===== src/rtl/mips_pkg.sv =====
// Shared encodings for the multi-cycle MIPS control path: stage codes, opcode
// constants, ALU operation selects, PC source selects and opcode classes.
package mips_pkg;

    typedef enum logic [2:0] {
        ST_IF   = 3'd0,
        ST_ID   = 3'd1,
        ST_EX   = 3'd2,
        ST_MEM  = 3'd3,
        ST_WB   = 3'd4,
        ST_IDLE = 3'd7
    } stage_e;

    typedef enum logic [2:0] {
        CL_RTYPE   = 3'd0,
        CL_LW      = 3'd1,
        CL_SW      = 3'd2,
        CL_ADDI    = 3'd3,
        CL_BEQ     = 3'd4,
        CL_J       = 3'd5,
        CL_ILLEGAL = 3'd6
    } op_class_e;

    localparam logic [5:0] OP_RTYPE = 6'b000000;
    localparam logic [5:0] OP_LW    = 6'b100011;
    localparam logic [5:0] OP_SW    = 6'b101011;
    localparam logic [5:0] OP_ADDI  = 6'b001000;
    localparam logic [5:0] OP_BEQ   = 6'b000100;
    localparam logic [5:0] OP_J     = 6'b000010;

    localparam logic [1:0] ALU_ADD   = 2'b00;
    localparam logic [1:0] ALU_SUB   = 2'b01;
    localparam logic [1:0] ALU_FUNCT = 2'b10;

    localparam logic [1:0] PC_SRC_PLUS4  = 2'b00;
    localparam logic [1:0] PC_SRC_BRANCH = 2'b01;
    localparam logic [1:0] PC_SRC_JUMP   = 2'b10;

endpackage


===== src/rtl/mips_opcode_decode.sv =====
// Combinational opcode decoder: instruction class plus the ALU and writeback
// selects that class implies. Unknown opcodes decode as illegal.
module mips_opcode_decode
    import mips_pkg::*;
#(
    parameter int OPC_W = 6
) (
    input  logic [OPC_W-1:0] opcode_i,
    output logic [2:0]       op_class_o,
    output logic [1:0]       alu_op_o,
    output logic             alu_src_o,
    output logic             reg_dst_o,
    output logic             mem_to_reg_o,
    output logic             legal_o
);

    // Opcode to class and datapath selects
    always_comb begin
        op_class_o   = CL_ILLEGAL;
        alu_op_o     = ALU_ADD;
        alu_src_o    = 1'b0;
        reg_dst_o    = 1'b0;
        mem_to_reg_o = 1'b0;
        legal_o      = 1'b1;
        case (opcode_i)
            OP_RTYPE: begin
                op_class_o = CL_RTYPE;
                alu_op_o   = ALU_FUNCT;
                reg_dst_o  = 1'b1;
            end
            OP_LW: begin
                op_class_o   = CL_LW;
                alu_src_o    = 1'b1;
                mem_to_reg_o = 1'b1;
            end
            OP_SW: begin
                op_class_o = CL_SW;
                alu_src_o  = 1'b1;
            end
            OP_ADDI: begin
                op_class_o = CL_ADDI;
                alu_src_o  = 1'b1;
            end
            OP_BEQ: begin
                op_class_o = CL_BEQ;
                alu_op_o   = ALU_SUB;
            end
            OP_J: begin
                op_class_o = CL_J;
            end
            default: begin
                op_class_o = CL_ILLEGAL;
                legal_o    = 1'b0;
            end
        endcase
    end

endmodule


===== src/rtl/mips_stage_controller.sv =====
// Multi-cycle sequencer: walks IF/ID/EX/MEM/WB, drives datapath strobes,
// handshakes with memory and counts retired instructions.
module mips_stage_controller
    import mips_pkg::*;
#(
    parameter int CNT_W = 32,
    parameter int OPC_W = 6
) (
    input  logic             clock,
    input  logic             reset_n,
    input  logic             run,
    input  logic [OPC_W-1:0] opcode,
    input  logic             mem_ready,
    input  logic             zero,
    output logic [2:0]       stage,
    output logic [1:0]       alu_op,
    output logic             alu_src,
    output logic             ir_write,
    output logic             pc_write,
    output logic [1:0]       pc_src,
    output logic             mem_read,
    output logic             mem_write,
    output logic             reg_write,
    output logic             mem_to_reg,
    output logic             reg_dst,
    output logic             illegal_op,
    output logic [CNT_W-1:0] retired
);

    stage_e             state_q, state_d;
    logic [OPC_W-1:0]   opcode_q, opcode_d;
    logic [1:0]         alu_op_q, alu_op_d;
    logic               alu_src_q, alu_src_d;
    logic               reg_dst_q, reg_dst_d;
    logic               mem_to_reg_q, mem_to_reg_d;
    logic [CNT_W-1:0]   retired_q, retired_d;

    logic [OPC_W-1:0]   dec_opcode_s;
    logic [2:0]         dec_class_s;
    logic [1:0]         dec_alu_op_s;
    logic               dec_alu_src_s;
    logic               dec_reg_dst_s;
    logic               dec_mem_to_reg_s;
    logic               dec_legal_s;

    logic               ir_write_s;
    logic               pc_write_s;
    logic [1:0]         pc_src_s;
    logic               mem_read_s;
    logic               mem_write_s;
    logic               reg_write_s;
    logic               illegal_s;
    logic               complete_s;
    stage_e             boundary_s;

    // ID decodes the live IR field; later stages use the opcode latched in ID.
    assign dec_opcode_s = (state_q == ST_ID) ? opcode : opcode_q;
    assign boundary_s   = run ? ST_IF : ST_IDLE;

    mips_opcode_decode #(
        .OPC_W (OPC_W)
    ) u_decode (
        .opcode_i     (dec_opcode_s),
        .op_class_o   (dec_class_s),
        .alu_op_o     (dec_alu_op_s),
        .alu_src_o    (dec_alu_src_s),
        .reg_dst_o    (dec_reg_dst_s),
        .mem_to_reg_o (dec_mem_to_reg_s),
        .legal_o      (dec_legal_s)
    );

    // Next-state, combinational strobes and register next values
    always_comb begin
        state_d      = state_q;
        opcode_d     = opcode_q;
        alu_op_d     = alu_op_q;
        alu_src_d    = alu_src_q;
        ir_write_s   = 1'b0;
        pc_write_s   = 1'b0;
        pc_src_s     = PC_SRC_PLUS4;
        mem_read_s   = 1'b0;
        mem_write_s  = 1'b0;
        reg_write_s  = 1'b0;
        illegal_s    = 1'b0;
        complete_s   = 1'b0;
        case (state_q)
            ST_IDLE: begin
                if (run) begin
                    state_d = ST_IF;
                end else begin
                    state_d = ST_IDLE;
                end
            end
            ST_IF: begin
                if (mem_ready) begin
                    ir_write_s = 1'b1;
                    pc_write_s = 1'b1;
                    state_d    = ST_ID;
                end else begin
                    state_d = ST_IF;
                end
            end
            ST_ID: begin
                opcode_d = opcode;
                if (!dec_legal_s) begin
                    illegal_s = 1'b1;
                    state_d   = boundary_s;
                end else begin
                    alu_op_d  = dec_alu_op_s;
                    alu_src_d = dec_alu_src_s;
                    if (dec_class_s == CL_J) begin
                        pc_write_s = 1'b1;
                        pc_src_s   = PC_SRC_JUMP;
                        complete_s = 1'b1;
                        state_d    = boundary_s;
                    end else begin
                        state_d = ST_EX;
                    end
                end
            end
            ST_EX: begin
                if ((dec_class_s == CL_RTYPE) || (dec_class_s == CL_ADDI)) begin
                    state_d = ST_WB;
                end else begin
                    state_d = ST_MEM;
                end
            end
            ST_MEM: begin
                case (dec_class_s)
                    CL_LW: begin
                        mem_read_s = 1'b1;
                        if (mem_ready) begin
                            state_d = ST_WB;
                        end else begin
                            state_d = ST_MEM;
                        end
                    end
                    CL_SW: begin
                        mem_write_s = 1'b1;
                        if (mem_ready) begin
                            complete_s = 1'b1;
                            state_d    = boundary_s;
                        end else begin
                            state_d = ST_MEM;
                        end
                    end
                    CL_BEQ: begin
                        if (zero) begin
                            pc_write_s = 1'b1;
                            pc_src_s   = PC_SRC_BRANCH;
                        end else begin
                            pc_write_s = 1'b0;
                        end
                        complete_s = 1'b1;
                        state_d    = boundary_s;
                    end
                    default: begin
                        state_d = ST_IDLE;
                    end
                endcase
            end
            ST_WB: begin
                reg_write_s = 1'b1;
                complete_s  = 1'b1;
                state_d     = boundary_s;
            end
            default: begin
                state_d = ST_IDLE;
            end
        endcase
    end

    // Writeback selects are Moore outputs valid only while in WB
    assign reg_dst_d    = (state_d == ST_WB) && dec_reg_dst_s;
    assign mem_to_reg_d = (state_d == ST_WB) && dec_mem_to_reg_s;
    assign retired_d    = complete_s ? (retired_q + {{(CNT_W-1){1'b0}}, 1'b1}) : retired_q;

    // State, latched opcode, registered selects and retire counter
    always_ff @(posedge clock) begin
        if (!reset_n) begin
            state_q      <= ST_IDLE;
            opcode_q     <= {OPC_W{1'b0}};
            alu_op_q     <= ALU_ADD;
            alu_src_q    <= 1'b0;
            reg_dst_q    <= 1'b0;
            mem_to_reg_q <= 1'b0;
            retired_q    <= {CNT_W{1'b0}};
        end else begin
            state_q      <= state_d;
            opcode_q     <= opcode_d;
            alu_op_q     <= alu_op_d;
            alu_src_q    <= alu_src_d;
            reg_dst_q    <= reg_dst_d;
            mem_to_reg_q <= mem_to_reg_d;
            retired_q    <= retired_d;
        end
    end

    assign stage      = state_q;
    assign alu_op     = alu_op_q;
    assign alu_src    = alu_src_q;
    assign reg_dst    = reg_dst_q;
    assign mem_to_reg = mem_to_reg_q;
    assign retired    = retired_q;

    // A cycle with reset asserted must never commit a partial write
    assign ir_write   = ir_write_s  & reset_n;
    assign pc_write   = pc_write_s  & reset_n;
    assign pc_src     = reset_n ? pc_src_s : PC_SRC_PLUS4;
    assign mem_read   = mem_read_s  & reset_n;
    assign mem_write  = mem_write_s & reset_n;
    assign reg_write  = reg_write_s & reset_n;
    assign illegal_op = illegal_s   & reset_n;

endmodule


===== config.mk =====
export PLATFORM = sky130hd
export DESIGN_NAME = mips_stage_controller
export DESIGN_NICKNAME = d
export VERILOG_FILES = /design/src/rtl/mips_pkg.sv /design/src/rtl/mips_opcode_decode.sv /design/src/rtl/mips_stage_controller.sv
export SDC_FILE = /design/constraint.sdc
export NUM_CORES = 1
export LEC_CHECK = 0
export BUFFER_PORTS_ARGS = -buffer_cell sky130_fd_sc_hd__buf_4
export CORE_ASPECT_RATIO = 0.6
export CORE_MARGIN = 4
export CORE_UTILIZATION = 40
export DETAILED_ROUTE_END_ITERATION = 6
export GPL_TIMING_DRIVEN = 0
export PLACE_DENSITY = 0.6
export SKIP_LAST_GASP = 1
export SLEW_MARGIN = 20
export SYNTH_ARGS = -nofsm -noshare
export SYNTH_HDL_FRONTEND = slang
export SYNTH_SLANG_ARGS = --single-unit

===== constraint.sdc =====
create_clock -name clock -period 5.8 [get_ports clock]
set_input_delay 0.58 -clock clock [delete_from_list [all_inputs] [get_ports clock]]
set_output_delay 0.58 -clock clock [all_outputs]
set_load 0.005 [all_outputs]

==> results.toml, run 1 <==
[grt]
antenna_found_initial = 0
grt_pass1_vias = 2253
track_usage_pct = 19.9
grt_max_degree = 14
grt_pass1_wl_um = 11400
overflow = 0

[detailed_routing]
drt_first_pass_iters = 5
wl_per_cell_um = 16.1
drt-initial-drc-count = 160
drcViolationCount = 0
vias = 2507
ant_nets = 0
avgViaCountPerCell = 5.49
totalWireLength_um = 7340

[cells_and_area]
layout_commonest_cell = "buf_4"
fillers = 574
antenna_cells = 0
final_layout_size_suffix_gt1_share_pct = 19.4
layout_common_cells = "buf_4, dfxtp_1, nand2_1, nor2_1, xnor2_1"
largest_register_ffs = 32
syn_to_final_growth_pct = 25.0
nets = 388

[clock_tree]
postCtsHoldBufs = 0
cts_max_level = 2
post_cts_buffers = 0
clk_latency_ns = 0.30
cts_buffer_depth = 2
numCtsBuffers = 5
clk_pin_slew_ns = 0.08
cts-root-buf = "clkbuf_8"
cts_tree = "built"
cts_resized = 0
cts_sinks = 46

[sta]
finalSetupTns_ns = 0
hold_viol = 0
setup_viol = 0
clock_skew_ns = 0.00771
slew_headroom_pct = 37.6
period_needed_ns = 3.41
finalCritPeriodShare_pct = 58.8
max_freq_ghz = 0.293
worst_pin_slew_ns = 0.929
rsz0062_at_grt = "false"
slew_viol_final = 0

[setup_path]
path_class = "flip-flop to output port"
regToRegStartpoint = "stage[2]"
worstPathRequired_ns = 5.22
cp-start-kind = "flip-flop"
rr_endpoint = "retired[23]"
crit_path_start = "stage[2]"
crit_fanout = 10
end_kind = "output port"
critPathArrivalTime_ns = 2.83
r2r_cells = 9
ff2ff_setup_slack_ns = 2.65

[place]
place_hpwl_um = 5600
io_buffers = 57
globalplace.congestion = 0.959

[die]
initial_utilization_pct = 42.9
die-area_um2 = 7560
rows = 21
die_w_um = 110
core_um2 = 5780
ios = 59
die_h_um = 69.0

[worst_hold_path]
worstHoldPathType = "flip-flop to flip-flop"
worstHoldPathCells = 2
worstHoldStart = "alu_op[0]"
hold-path-endpoint = "alu_op[0]"

[run_status]
outcome = "finished clean"

[yosys]
synth_seq_area_share_pct = 37.2
yosysTopAreaCellShare_pct = 37.2
syn_nets = 324
synth_edf_count = 0
syn_inst = 312
avgSynthCellArea_um2 = 7.94
synth_ff_type = "dfxtp_1"
ys_ff_latch = 46
synth_cell_types = 50
synth-simple-area-share_pct = 30.4
syn_area_um2 = 2480
yosysTopAreaCell = "dfxtp_1"
synthMuxAreaShare_pct = 1.26
synthAdderAreaFrac_pct = 0.505
synth_top_family_by_area = "simple AND/OR/NAND/NOR gates"
yosys_warnings = 0
synthXorXnorAreaFrac_pct = 8.13
synth_area_leaders = "dfxtp_1, xnor2_1, nand2_1"
synth_async_sr_flop_share_pct = 0
synth_compound_area_share_pct = 18.3

[power_and_ir_drop]
power_leakage_uw = 0.00108
power_uw = 754
ir_worst_vdd_mv = 0.124
power.density_nw_per_um2 = 244

[job]
max_cap_viol_count = 0
## power breakdown
| group | switching (uW) | total [uW] | internal (uW) |
|---|---|---|---|
| logic | 119 | 192 | 73.2 |
| clock network | 108 | 205 | 96.3 |
| registers | 24.0 | 358 | 334 |
| total | 251 | 754 | 503 |
## stage by stage
step	setup slack, ns	std cells	cell area [um2]	hold WS [ns]	util [%]
after floorplan	3.04	312	2480	0.445	-
after global placement	2.69	449	3010	0.455	52.0
after detailed placement	2.70	449	3010	0.463	52.0
after CTS	2.53	457	3100	0.477	53.6
after global routing	2.25	457	3100	0.489	53.6
final	2.39	457	3100	0.474	53.6
## final cells by class
type                       count  area, um2  share of cell area (%)
inverter                      11       41.3                    1.33
tap                           80        100                    3.23
clock buffer                   7       86.3                    2.79
timing repair buffer          57        428                    13.8
buffer                        15       65.1                    2.10
clock inverter                 1       5.00                   0.162
sequential                    46        921                    29.7
multi-input combinational    240       1450                    46.8
## cells in the mapped netlist, types with 2 or more instances
cell and n:
and4_1 5, and3_1 2, nor2b_1 3, nor4b_1 2, xnor2_1 23, mux2i_1 2
a211oi_1 15, o21bai_1 2, or3b_2 2, a21oi_1 21, nor3_1 6, o31ai_1 3
dfxtp_1 46, nand2_1 40, a2111oi_0 4, inv_1 11, nand3_1 13, or3_1 9
and2_1 4, nor4_1 2, or4_1 4, nor3b_1 2, clkbuf_1 13, nand4_1 7
nor2_1 40, o21ai_0 7
## worst max-delay path: stages, from the launching register on
cell      delay (ns)
dfxtp_1         0.33
clkbuf_1        0.22
nor3b_1         0.69
nand4_1         0.46
nand2_1         0.31
a311oi_1        0.13
nor4_1          0.25
buf_4           0.15
## cell families after synthesis
family          count (synthesis)
simple gates                  149
compound gates                 64
flops                          46
buf+inv                        26
xor+xnor                       23
mux                             3
fa+ha+maj                       1
## worst max-delay path by stage
stage	cells after the start	to	slack, ns
5_1_grt	7	pc_src[1]	2.25
2_1_floorplan	7	retired[25]	3.04
3_3_place_gp	9	retired[23]	2.69
6_report	7	pc_write	2.39
3_5_place_dp	9	retired[19]	2.70
4_1_cts	7	pc_write	2.53
## layer usage
layer	GRT usage, %	vias up	routed length, um
met5	0	-	0
met1	30.5	1158	3870
met2	25.8	102	2660
met3	7.07	8	757
li1	-	1239	-
met4	4.20	0	55
Power figures use the tool's default switching activity.
==> run 2, diff against run 1 <==
--- a/config.mk
+++ b/config.mk
@@ -11,7 +11,7 @@
 export CORE_UTILIZATION = 40
 export DETAILED_ROUTE_END_ITERATION = 6
 export GPL_TIMING_DRIVEN = 0
-export PLACE_DENSITY = 0.6
+export PLACE_DENSITY = 0.63
 export SKIP_LAST_GASP = 1
 export SLEW_MARGIN = 20
 export SYNTH_ARGS = -nofsm -noshare
==> constraint.sdc (replaced) <==
create_clock -name clock -period 3 [get_ports clock]
set_input_delay 0.3 -clock clock [delete_from_list [all_inputs] [get_ports clock]]
set_output_delay 0.3 -clock clock [all_outputs]
set_load 0.005 [all_outputs]
==> run 2 against run 1 <==
Effect of this change:
- sequential share of layout area shrank 0.61 points
- clock-buffer cell count shrank 1
- non-clock buffer count is the same
- worst setup slack lost 2.2 ns
- cell area grew 2.4%
- die area is the same
- global-route usage is essentially flat
- critical path type is now flip-flop to flip-flop
- clock skew shrank 0.0021 ns
==> results.toml, run 2 (same netlist as run 1, synthesis figures left out) <==
[cells_and_area]
largest_register_ffs = 32
finalInstanceArea_um2 = 3170
layout_commonest_cell = "buf_4"
syn_to_final_growth_pct = 28.0
nets = 388
antenna_cells = 0
fillers = 553
stdcell_count = 456
layout_common_cells = "buf_4, dfxtp_1, nand2_1, nor2_1, xnor2_1"
final_layout_size_suffix_gt1_share_pct = 23.1

[detailed_routing]
drt-initial-drc-count = 253
vias = 2531
avgViaCountPerCell = 5.55
totalWireLength_um = 7250
wl_per_cell_um = 15.9
drt_first_pass_iters = 5
ant_nets = 0
drcViolationCount = 0

[clock_tree]
clk_latency_ns = 0.30
cts_max_level = 2
cts_tree = "built"
cts-root-buf = "clkbuf_8"
cts_sinks = 46
cts_buffer_depth = 2
clk_pin_slew_ns = 0.09
numCtsBuffers = 5
postCtsHoldBufs = 0

[run_status]
outcome = "finished clean"

[place]
globalplace.congestion = 0.922
place_hpwl_um = 5510
placed_cell_area_um2 = 3010
placed_cells = 449
io_buffers = 57

[sta]
slew_headroom_pct = 37.0
max_freq_ghz = 0.356
period_needed_ns = 2.81
finalSetupTns_ns = 0
hold_viol = 0
slew_viol_final = 0
setup_viol = 0
rsz0062_at_grt = "false"
finalCritPeriodShare_pct = 93.6
clock_skew_ns = 0.00561
worst_pin_slew_ns = 0.938
finalHoldWorstSlack_ns = 0.266

[die]
core_um2 = 5780
rows = 21
initial_utilization_pct = 42.9
die_w_um = 110
ios = 59
die_h_um = 69.0
die-area_um2 = 7560

[grt]
grt_pass1_wl_um = 11500
grt_pass1_vias = 2227
grt_max_degree = 14
antenna_found_initial = 0
track_usage_pct = 19.9
overflow = 0

[power_and_ir_drop]
power_uw = 1550
power_leakage_uw = 0.00110
ir_worst_vdd_mv = 0.230
power.density_nw_per_um2 = 489

[job]
max_cap_viol_count = 0

[setup_path]
crit_fanout = 9
critPathArrivalTime_ns = 3.04
path_class = "flip-flop to flip-flop"
worstPathRequired_ns = 3.23
critical_path.cell_chain = "or3b_1, clkbuf_1, or4_1, a41o_1, buf_6, a211o_4, or3_1, a21oi_1"
cp-start-kind = "flip-flop"
slowest_stage = "or4_1"
end_kind = "flip-flop"
cp_slowest_stage_delay_ns = 0.54

[worst_hold_path]
worstHoldPathType = "input port to flip-flop"
==> run 2: cell types whose count changed in the layout (fill, tap and decap cells not counted), sizes merged <==
cell,before,now
bufinv,0,1
clkbuf,20,19
clkinv,1,0
==> run 2: layout make-up <==
class | count | area (um2) | share of cell area (%)
Multi-Input combinational cell | 240 | 1500 | 47.3
Sequential cell | 46 | 923 | 29.1
Timing Repair Buffer | 57 | 428 | 13.5
Tap cell | 80 | 100 | 3.16
Clock buffer | 6 | 82.6 | 2.60
Buffer | 15 | 67.6 | 2.13
Inverter | 11 | 41.3 | 1.30
Clock inverter | 1 | 30.0 | 0.947
==> run 2: path summary, 6_finish.rpt <==
| kind | endpoint | depth (start not counted) | start | slack (ns) |
|---|---|---|---|---|
| max | retired[29] | 8 | stage[0] | 0.19 |
| min | opcode_q[1] | 3 | opcode[1] | 0.27 |
| max reg2reg | retired[29] | 8 | stage[0] | 0.19 |
| min reg2reg | alu_op[0] | 2 | alu_op[0] | 0.47 |
==> run 2: stage by stage <==
step           util, %  worst slack [ns]
2_1_floorplan        -             0.349
3_3_place_gp      52.0          -0.00419
3_5_place_dp      52.0            0.0731
4_1_cts           54.0            0.0377
5_1_grt           54.9            0.0255
6_report          54.9             0.193
==> run 2: report_power, final <==
| part | leakage (uW) | internal [uW] | total (uW) | switching (uW) |
|---|---|---|---|---|
| registers | 0.000371 | 648 | 696 | 47.3 |
| logic | 0.000673 | 147 | 378 | 231 |
| clock network | 0.0000573 | 267 | 479 | 212 |
==> run 2: timing repair <==
action | CTS | global route
endpoints found under the setup margin | 0 | 37
buffers inserted | 0 | 0
gates resized for setup | 0 | 16
==> run 2: routing by layer <==
layer,wire length (um),GRT usage (%)
met2,2730,25.5
met1,3810,30.4
met5,0,0
met4,40,4.51
met3,672,7.63
==> run 2: critical path: cells and delay by family (launching register included) <==
family / cells / cell delay (ns)
AOI/OAI and AO/OA: 3 / 0.78
DFF: 1 / 0.41
buffers and inverters: 2 / 0.30
and+or+nand+nor: 3 / 1.25
